**src/rtl/pipe_pkg.sv**
```systemverilog
// Shared sizing helpers for the elastic pipeline register chain.
// Latency: n/a (compile-time constants only).
// Backpressure: n/a.
package pipe_pkg;

    // Width of the occupancy counter: wide enough for 2*DEPTH entries plus headroom
    function automatic int pipe_cnt_w(input int depth);
        return $clog2(2 * depth + 2);
    endfunction

    // Number of words the chain can hold
    function automatic int pipe_cap(input int depth, input int skid);
        return depth * (1 + skid);
    endfunction

endpackage

```
**src/rtl/pipe_hs_stage.sv**
```systemverilog
// One valid/ready register stage, either a main reg plus skid reg or a plain reg.
// Latency: 1 cycle from accept to dn_valid.
// Backpressure: SKID=1 gives a registered up_ready (~skid_valid); SKID=0 passes ready through combinationally.
module pipe_hs_stage #(
    parameter int WIDTH = 32,
    parameter int SKID  = 1
) (
    input  logic             clk,
    input  logic             rst,
    input  logic             clr,
    input  logic             up_valid,
    input  logic [WIDTH-1:0] up_data,
    output logic             up_ready,
    output logic             dn_valid,
    output logic [WIDTH-1:0] dn_data,
    input  logic             dn_ready
);

    logic             mv;
    logic [WIDTH-1:0] md;

    assign dn_valid = mv;
    assign dn_data  = md;

    if (SKID != 0) begin : g_skid
        logic             sv;
        logic [WIDTH-1:0] sd;

        // Ready depends only on the skid slot, so it never chains combinationally
        assign up_ready = ~sv;

        // Main reg refills from skid first (keeps order), skid catches a word only while main is stalled
        always_ff @(posedge clk) begin
            if (!rst) begin
                mv <= 1'b0;
                md <= '0;
                sv <= 1'b0;
                sd <= '0;
            end else if (clr) begin
                mv <= 1'b0;
                sv <= 1'b0;
            end else if (!mv || dn_ready) begin
                if (sv) begin
                    mv <= 1'b1;
                    md <= sd;
                    sv <= 1'b0;
                end else begin
                    mv <= up_valid;
                    if (up_valid) begin
                        md <= up_data;
                    end
                end
            end else if (up_valid && !sv) begin
                sv <= 1'b1;
                sd <= up_data;
            end
        end
    end else begin : g_plain
        // Accept whenever the register is empty or being drained this cycle
        assign up_ready = ~mv | dn_ready;

        // Plain register: load on every cycle the stage is ready
        always_ff @(posedge clk) begin
            if (!rst) begin
                mv <= 1'b0;
                md <= '0;
            end else if (clr) begin
                mv <= 1'b0;
            end else if (up_ready) begin
                mv <= up_valid;
                if (up_valid) begin
                    md <= up_data;
                end
            end
        end
    end

endmodule

```
**src/rtl/pipe_reg_hs.sv**
```systemverilog
// Elastic pipeline register chain of DEPTH handshake stages with flush and occupancy count.
// Latency: DEPTH-1 edges after the accepting edge when empty; 1 word/cycle sustained.
// Backpressure: out_ready low fills the chain; in_ready drops when the head stage cannot take more.
module pipe_reg_hs
    import pipe_pkg::*;
#(
    parameter int WIDTH = 32,
    parameter int DEPTH = 2,
    parameter int SKID  = 1
) (
    input  logic                         clk,
    input  logic                         rst,
    input  logic                         clr,
    input  logic                         in_valid,
    input  logic [WIDTH-1:0]             in_data,
    output logic                         in_ready,
    output logic                         out_valid,
    output logic [WIDTH-1:0]             out_data,
    input  logic                         out_ready,
    output logic [pipe_cnt_w(DEPTH)-1:0] count
);

    localparam int CW = pipe_cnt_w(DEPTH);
    localparam logic [CW-1:0] ONE = 1;

    // Each stage owns its own link signals so the ready chain stays a set of distinct nets
    for (genvar i = 0; i < DEPTH; i++) begin : g_stage
        logic             up_vld;
        logic [WIDTH-1:0] up_dat;
        logic             up_rdy;
        logic             dn_vld;
        logic [WIDTH-1:0] dn_dat;
        logic             dn_rdy;

        if (i == 0) begin : g_head
            assign up_vld = in_valid;
            assign up_dat = in_data;
        end else begin : g_mid
            assign up_vld = g_stage[i-1].dn_vld;
            assign up_dat = g_stage[i-1].dn_dat;
        end

        if (i == DEPTH - 1) begin : g_tail
            assign dn_rdy = out_ready;
        end else begin : g_link
            assign dn_rdy = g_stage[i+1].up_rdy;
        end

        pipe_hs_stage #(
            .WIDTH (WIDTH),
            .SKID  (SKID)
        ) u_stage (
            .clk      (clk),
            .rst      (rst),
            .clr      (clr),
            .up_valid (up_vld),
            .up_data  (up_dat),
            .up_ready (up_rdy),
            .dn_valid (dn_vld),
            .dn_data  (dn_dat),
            .dn_ready (dn_rdy)
        );
    end

    // Nothing is accepted while reset is held
    assign in_ready  = rst & g_stage[0].up_rdy;
    assign out_valid = g_stage[DEPTH-1].dn_vld;
    assign out_data  = g_stage[DEPTH-1].dn_dat;

    logic in_xfer;
    logic out_xfer;

    assign in_xfer  = in_valid & in_ready;
    assign out_xfer = out_valid & out_ready;

    // Occupancy tracks handshakes at the chain boundary; a flush empties everything
    always_ff @(posedge clk) begin
        if (!rst) begin
            count <= '0;
        end else if (clr) begin
            count <= '0;
        end else if (in_xfer && !out_xfer) begin
            count <= count + ONE;
        end else if (!in_xfer && out_xfer) begin
            count <= count - ONE;
        end
    end

endmodule

```
**config.mk**
```make
export PLATFORM = sky130hd
export DESIGN_NAME = pipe_reg_hs
export DESIGN_NICKNAME = d
export VERILOG_FILES = /design/src/rtl/pipe_pkg.sv /design/src/rtl/pipe_hs_stage.sv /design/src/rtl/pipe_reg_hs.sv
export SDC_FILE = /design/constraint.sdc
export NUM_CORES = 1
export LEC_CHECK = 0
export CORE_MARGIN = 1.5
export CORE_UTILIZATION = 54
export CTS_CLUSTER_SIZE = 20
export DETAILED_ROUTE_END_ITERATION = 12
export DONT_BUFFER_PORTS = 1
export GPL_TIMING_DRIVEN = 0
export PLACE_DENSITY = 0.7
export SLEW_MARGIN = 0
export SYNTH_ARGS = -nofsm -noshare
export SYNTH_HDL_FRONTEND = slang
export SYNTH_HIERARCHICAL = 1
export SYNTH_SLANG_ARGS = --single-unit
```
**constraint.sdc**
```tcl
create_clock -name clk -period 2.46 [get_ports clk]
set_input_delay 0.738 -clock clk [delete_from_list [all_inputs] [get_ports clk]]
set_output_delay 0.738 -clock clk [all_outputs]
set_load 0.02 [all_outputs]
```
# After elaboration in Yosys (flattened, before gate mapping)

Cells that the tools add are included.

Flip-flop bits (word level): 135
Latch bits: 0
Bits in writable memories: 0
ROM bits: 0
Input bits: 37
Word-level logic and storage cells: 50
Memories kept: 0

$add $sub $neg: 2
$mul: 0
Divide/modulo/power cells: 0
Order comparisons: 0
Equal/unequal tests: 0
Shifts and indexed selects: 0
Mux-type cells: 8
Bitwise logic cells: 9
Reductions and logical operators: 22

Operators by type and width:

| operator            | number |
|---|---|
| $mux 32             | 4 |
| $reduce_and 3->1    | 4 |
| $logic_not 1->1     | 6 |
| $mux 3              | 2 |
| $not 1->1           | 6 |
| $reduce_bool 2->1   | 3 |
| $reduce_or 3->1     | 2 |
| $logic_and 1x1->1   | 4 |
| $add 3x1->3 const B | 1 |
| $and 1x1->1         | 3 |
| $sub 3x1->3 const B | 1 |
| $logic_or 1x1->1    | 2 |
| $mux 1              | 2 |
| $reduce_or 2->1     | 1 |

# Depth between registers and ports, before layout

Gate-level depths: netlist (run 1).

Depth after elaboration: 7
Mapped depth: 10
Mapped depth without buffers: 8

# Modules after synthesis

Netlist (run 1), hierarchy kept.

By module, submodules not included:

| module        | times used | cells an instance | area an instance (µm²) | sequential area each (µm²) |
|---|---|---|---|---|
| pipe_hs_stage | 2          | 297               | 2947.8                 | 1321.3 |
| pipe_reg_hs   | 1          | 18                | 170.2                  | 60.1 |

# Worst setup path before layout (run 1)

No wires, ideal clock.

Path type: input -> register
From: in rst
To: reg count[2]
Data arrival time: 2.011 ns
Data required time: 2.390 ns
Slack: 0.379 ns
Stages: 7
Buffers on the path: 0
Cells stage by stage: and3_1 ha_1 inv_1 fa_1 xor2_1 or3_1 a21oi_1

Longest elaborated chain between the ends: 5
Elaborated cells on any way between the ends: 9

Ends and longest elaborated chain:

| item                        | RTL line          | source |
|---|---|---|
| start, declared             | pipe_reg_hs.sv:12 | `input logic rst,` |
| $and 1x1->1                 | pipe_reg_hs.sv:66 | `assign in_ready = rst & g_stage[0].up_rdy;` |
| $and 1x1->1                 | pipe_reg_hs.sv:73 | `assign in_xfer = in_valid & in_ready;` |
| $logic_not 1->1             | pipe_reg_hs.sv:84 | `end else if (!in_xfer && out_xfer) begin` |
| $logic_and 1x1->1           | pipe_reg_hs.sv:84 |  |
| $reduce_bool 2->1 (no line) | --                |  |
| end signal, assigned        | pipe_reg_hs.sv:83 | `count <= count + ONE;` |
| end signal, assigned        | pipe_reg_hs.sv:85 | `count <= count - ONE;` |
| end, declared               | pipe_reg_hs.sv:20 | `output logic [pipe_cnt_w(DEPTH)-1:0] count` |

Several ways; a longest one is shown, not always the timed one.
A chain may end at the register's enable or synchronous reset.

# Worst setup path in the final report (run 1)

From: reg g_stage[0].u_stage.g_skid.sv
To: out in_ready

Longest elaborated chain between the ends: 2

Ends and longest elaborated chain:

| item                        | RTL line            | source |
|---|---|---|
| start, declared             | pipe_hs_stage.sv:26 | `logic sv;` |
| start signal, assigned      | pipe_hs_stage.sv:37 | `sv <= 1'b0;` |
| start signal, assigned      | pipe_hs_stage.sv:41 | `sv <= 1'b0;` |
| start signal, assigned      | pipe_hs_stage.sv:46 | `sv <= 1'b0;` |
| $not 1->1                   | pipe_hs_stage.sv:30 | `assign up_ready = ~sv;` |
| named net g_stage[0].up_rdy | pipe_reg_hs.sv:30   | `logic up_rdy;` |
| $and 1x1->1                 | pipe_reg_hs.sv:66   |  |
| end, declared               | pipe_reg_hs.sv:16   | `output logic in_ready,` |

The timed path passes the listed nets, and every way through them passes these cells.

==> metrics.md, run 1 <==
| Metric | Value |
|---|---|
| Status | complete, no violations |
| Endpoints failing hold | 0 |
| Post-synthesis sequential area ratio | 0.446 |
| Largest area contributor in the synthesized netlist | dfxtp_1 |
| Commonest cells after routing, fill and taps aside | dfxtp_1 (135), nand2_1 (129), mux2i_1 (129), nand3_1 (64), o211a_1 (64) |
| Hold Buf Count CTS | 0 |
| Post-route insts no fill | 784 |
| Ranking of synthesized cells by area | dfxtp_1 (45%), mux2i_1 (21%), o211a_1 (11%) |
| Period utilization | 0.947 |
| Post-route antenna net violation count | 0 |
| Core footprint | 0.0109 mm2 |
| Detailed Route WL | 13000 um |
| CP Class | reg2out |
| Htree depth | 4 |
| Die Y | ~110 um |
| Nets | 670 |
| Hold Path Class | in2reg |
| R2R Setup Slk | 0.24 ns |
| Most common cell after layout, fill and taps aside | dfxtp_1 |
| Post-CTS Repair Setup Buffers | 0 |
| Clk slew on worst S/H paths | 0.06 ns |
| Vias in the first global route | 4322 |
| GRT Overall Usage | 0.235 |
| TritonCTS Buffers | 17 |
| CTS Buffer Depth | 2 |
| Row count | 38 |
| Routability cong. | 0.808 |
| First-pass GRT wire length | roughly 21000 um |
| Number of library cell types mapped by synthesis | 24 |
| PD cells | a little under 800 mW/mm2 |
| Die X | about 110 um |
| DP HPWL | about 9600 um |
| Fmax | 429 MHz |
| Arrival time worst endpoint | 1.59 ns |
| Synth Cell Area | 0.00607 mm2 |
| Post-synth top area share | 0.446 |
| Max_cap viols | 0 |
| Clock root cell | clkbuf_8 |
| Initial antenna violation count | 0 |
| CP max FO | 10 |
| Layout cells sized above 1 | 0.102 |
| Yosys reg bits | approximately 140 |
| Final Setup Violations | 0 |
| Mapped Nets | 651 |
| N_diodes | 0 |
| Clk Latency, worst-skew pair | 0.52 ns |
| DR vias | 4425 |
| Cts repair resizes | 0 |
| WL met3 | around 900 um |
| IO buf count | 0 |
| Layout Skew | 0.00629 ns |
| Leakage power total | 3.00 nW |
| Die area | 0.0119 mm2 |
| Worst setup SP type | flip-flop |
| Final Max Tran Viols | 0 |
| Largest net degree at the start of global routing | 17 |
| Initial core utilization | 0.557 |
| Syn-to-layout area delta | 13.6% |
| Yosys warns | 6 |
| Routed WL per cell | 16.6 um |
| Metal-1 WL | 6060 um |
| DR vias/cell | 5.64 |
| Num ports | 74 |
| Pre-antenna DRT Iters | 5 |
| RSZ-0062 raised after global routing | false |
| Slew @ Worst Pin | 0.490 ns |
| Critical Path Sink Type | output pin |
| DP Cell Count | 752 |
| Max IR drop VDD | 0.515 mV |
| Min Clock Period, post-route | 2.33 ns |
| CTS Sinks | 135 |
| Relative slew slack | 0.672 |
| Total global routing overflow | 0 |
| DR iter-0 viols | between 200 and 300 |
| Post-Synthesis Cells | 612 |
| Top layer in use | met4 |
| Critical path data required time | 1.72 ns |
| CTS tree | done |
| Setup TNS | 0 ns |
| Mean Syn Cell Area | about 9.9 um2 |
| DRC | 0 |
| Met2 wire length | just under 6000 um |
-- cells in the mapped netlist (all sizes together) --
master    n
o21ba     2
fa        1
or3       1
ha        1
buf      28
and2      3
inv       3
nor4b     2
nand3    64
o211a    64
a21oi     3
clkbuf   32
mux2i   129
nor2      4
dfxtp   135
and3      1
nand2b    5
xor2      2
nand2   129
nor3      2
o21ai     1
-- kinds of logic after synthesis --
kind of cell / after synthesis / share of synthesized area
flip-flops: 135 / 0.446
buffers and inverters: 63 / 0.0654
AO/OA/AOI/OAI: 70 / 0.112
XOR/XNOR: 2 / 0.00289
adder cells (fa/ha/maj): 2 / 0.00536
AND/OR/NAND/NOR: 211 / 0.156
multiplexers: 129 / 0.213
-- per-layer routing --
| layer | up-vias | global-route usage |
|---|---|---|
| met5 | - | 0 |
| met4 | 0 | 0.0874 |
| met3 | 14 | 0.0681 |
| met2 | 129 | 0.355 |
| met1 | 2102 | 0.318 |
| li1 | 2180 | - |
-- worst max-delay path: stages, from the launching register on --
cell	delay [ns]
dfxtp_1	0.33
buf_6	0.15
buf_2	0.30
inv_2	0.06
and2_1	0.23
-- metrics by stage --
stage                     hold slack, ns  power [mW]  worst slack [ns]  cell area [um2]  utilization
after floorplan                    0.434        2.56             0.379             6070            -
after global placement             0.441        2.62             0.357             6240        0.573
after detailed placement           0.450        2.63             0.278             6240        0.573
after CTS                          0.336        5.38             0.120             6890        0.633
after global routing               0.332        5.52            0.0443             6890        0.633
final                              0.352        5.34             0.131             6890        0.633
-- registers in the layout, indices dropped and copies added, names as in the netlist --
signal,cells
g_stage.u_stage/g_skid.sd,64
g_stage.u_stage/dn_data,64
count,3
g_stage.u_stage/dn_valid,2
g_stage.u_stage/g_skid.sv,2
-- final timing paths --
check        cells after the start                       startpoint                              end
min                              2                       in_data[4]  g_stage[0].u_stage/g_skid.sd[4]
max reg2reg                     10     g_stage[0].u_stage/g_skid.sv                         count[2]
max                              4     g_stage[0].u_stage/g_skid.sv                         in_ready
min reg2reg                      2  g_stage[0].u_stage/g_skid.sd[4]  g_stage[0].u_stage/g_skid.sd[4]
-- power by group --
part	internal [mW]	switching [mW]	leakage (nW)
Combinational	0.113	0.152	1.59
Sequential	2.24	0.0747	1.10
Clock	1.84	0.918	0.313
Total	4.19	1.14	3.00
-- final cells by class --
class / count / area [um2]
clock inverter: 15 / 233
buffer: 60 / 385
sequential: 135 / 2700
inverter: 3 / 11.3
tap: 140 / 175
multi-input combinational: 414 / 2970
fill: 923 / 4000
clock buffer: 17 / 414
No activity file was read; power rests on OpenSTA's default activity.
==> run 2, diff against run 1 <==
Settings changed: CORE_UTILIZATION 54 to 55, PLACE_DENSITY 0.7 to 0.71.
==> metrics.md, run 2 (same netlist as run 1, synthesis figures left out) <==
| Metric | Value |
|---|---|
| Die area | 0.0117 mm2 (was 0.0119 mm2) |
| Die X | 108 um (was 109 um) |
| R2R Setup Slk | 0.28 ns (was 0.24 ns) |
| Worst Hold Launch | in_data[6] (was in_data[4]) |
| Post-CTS Repair Setup Buffers | 0 (unchanged) |
| Max IR drop VDD | 0.424 mV (was 0.515 mV) |
| Net Switching | 1.13 mW (was 1.14 mW) |
| Leakage power total | 2.97 nW (was 3.00 nW) |
| Commonest cells after routing, fill and taps aside | dfxtp_1 (135), nand2_1 (129), mux2i_1 (129), nand3_1 (64), o211a_1 (64) (unchanged) |
| Hold Buf Count CTS | 0 (unchanged) |
| Reg2Reg Depth | 10 (unchanged) |
| DP HPWL | 9680 um (was 9640 um) |
| Critical Path Sink Type | output pin (unchanged) |
| CTS Buffer Depth | 2 (unchanged) |
| Final Max Tran Viols | 0 (unchanged) |
| Clock root cell | clkbuf_8 (unchanged) |
| Final Setup Violations | 0 (unchanged) |
| P_int | 3.98 mW (was 4.19 mW) |
| GRT Overall Usage | 0.243 (was 0.235) |
| Clk Latency, worst-skew pair | 0.53 ns (was 0.52 ns) |
| DR iter-0 viols | 317 (was 283) |
| Syn-to-layout area delta | 12.6% (was 13.6%) |
| CP max FO | 10 (unchanged) |
| Fmax | 429 MHz (about the same) |
| Total global routing overflow | 0 (unchanged) |
| Detailed Route WL | 13200 um (was 13000 um) |
| Htree depth | 4 (unchanged) |
| Filler cell count in the final layout | 879 (was 923) |
| RR Startpoint | g_stage[0].u_stage/g_skid.sv (unchanged) |
| Capturing point of the worst reg2reg path | count[2] (unchanged) |
| N_diodes | 0 (unchanged) |
| Layout cells sized above 1 | 0.0963 (was 0.102) |
| Most common cell after layout, fill and taps aside | dfxtp_1 (unchanged) |
| Post-route insts no fill | 784 (unchanged) |
| Min Hold Slack | 0.345 ns (was 0.352 ns) |
| Initial antenna violation count | 0 (unchanged) |
| Period utilization | 0.948 (was 0.947) |
| Max_cap viols | 0 (unchanged) |
| Hold path cells | 2 (unchanged) |
| CP Class | reg2out (unchanged) |
| Core footprint | 0.0108 mm2 (was 0.0109 mm2) |
| Combinational power share | 0.052 (was 0.050) |
| Row count | 38 (unchanged) |
| Min Clock Period, post-route | 2.33 ns (about the same) |
| DR vias | 4468 (was 4425) |
| RSZ-0062 raised after global routing | false (unchanged) |
| Endpoints failing hold | 0 (unchanged) |
| TritonCTS Buffers | 17 (unchanged) |
| Hold EP | g_stage[0].u_stage/g_skid.sd[6] (was g_stage[0].u_stage/g_skid.sd[4]) |
| Routability cong. | 0.806 (was 0.808) |
| Status | complete, no violations (unchanged) |
| Pre-antenna DRT Iters | 5 (unchanged) |
| Sw frac | 0.221 (was 0.214) |
| CTS Sinks | 135 (unchanged) |
| Initial core utilization | 0.562 (was 0.557) |
| IO buf count | 0 (unchanged) |
| Routed WL per cell | 16.9 um (was 16.6 um) |
| Die Y | 108 um (was 109 um) |
| PD cells | 747 mW/mm2 (was 775 mW/mm2) |
| Slew @ Worst Pin | 0.489 ns (was 0.490 ns) |
| Layout Skew | 0.00742 ns (was 0.00629 ns) |
| Hold Path Class | in2reg (unchanged) |
| Clk slew on worst S/H paths | 0.06 ns (about the same) |
| Relative slew slack | 0.673 (was 0.672) |
| First-pass GRT wire length | 21900 um (was 21300 um) |
| DR vias/cell | 5.70 (was 5.64) |
| Critical path data required time | 1.72 ns (about the same) |
| Vias in the first global route | 4325 (was 4322) |
| Sequential share of power | 0.454 (was 0.434) |
| Part of the power in the clock network | 0.494 (was 0.516) |
| CTS tree | done (unchanged) |
| DRC | 0 (unchanged) |
| Nets | 670 (unchanged) |
| Cts repair resizes | 0 (unchanged) |
| Arrival time worst endpoint | 1.60 ns (was 1.59 ns) |
| Num ports | 74 (unchanged) |
| Largest net degree at the start of global routing | 17 (unchanged) |
| DP Cell Count | 752 (unchanged) |
| Post-route antenna net violation count | 0 (unchanged) |
| Setup TNS | 0 ns (unchanged) |
| Worst setup SP type | flip-flop (unchanged) |
[run 2: changes by cell type in the layout (fill, tap and decap cells not counted), sizes merged]
cell | before | now
bufinv | 6 | 3
clkinv | 6 | 3
clkinvlp | 3 | 2
clkbuf | 49 | 56
[run 2: routing by layer]
metal	routed length, um	track usage	vias to the layer above	share of wire
met4	170	0.0846	0	0.013
met2	5980	0.365	126	0.45
met5	0	0	-	0
met3	950	0.0759	15	0.072
met1	6120	0.331	2145	0.46
li1	-	-	2182	-
[run 2: worst max-delay path, stage by stage (launching register included)]
cell and delay [ns]:
dfxtp_1 0.33, buf_6 0.16, buf_2 0.29, inv_2 0.05, and2_1 0.22
[run 2: worst max path at each step]
| stage | startpoint | end | slack, ns |
|---|---|---|---|
| final | g_stage[0].u_stage/g_skid.sv | in_ready | 0.13 |
| after CTS | g_stage[0].u_stage/g_skid.sv | in_ready | 0.11 |
| after global placement | rst | count[2] | 0.35 |
| after global routing | g_stage[0].u_stage/g_skid.sv | in_ready | 0.04 |
| after floorplan | rst | count[2] | 0.38 |
| after detailed placement | g_stage[0].u_stage/g_skid.sv | count[2] | 0.28 |
[run 2: power by group through the flow]
| stage | registers, mW | clock network (mW) | logic [mW] |
|---|---|---|---|
| finish | 2.32 | 2.52 | 0.266 |
| global route | 2.33 | 2.67 | 0.296 |
| CTS | 2.32 | 2.56 | 0.266 |
| detailed placement | 2.37 | 0 | 0.263 |
| global placement | 2.36 | 0 | 0.252 |
| floorplan | 2.35 | 0 | 0.209 |
[run 2: metrics by stage]
step | util | instance area [um2] | power, mW | worst slack, ns
floorplan | - | 6070 | 2.56 | 0.379
global placement | 0.578 | 6240 | 2.61 | 0.351
detailed placement | 0.578 | 6240 | 2.63 | 0.277
CTS | 0.633 | 6830 | 5.14 | 0.107
global route | 0.633 | 6830 | 5.29 | 0.0363
finish | 0.633 | 6830 | 5.11 | 0.127
[run 2: cell type report]
class	instances	area, um2	share of cell area
multi-input cells	414	2970	0.434
flip-flops and latches	135	2700	0.396
clock buffers	24	470	0.0689
plain buffers	60	385	0.0564
well taps	140	175	0.0256
clock inverters	8	120	0.0176
inverters	3	11.3	0.00165
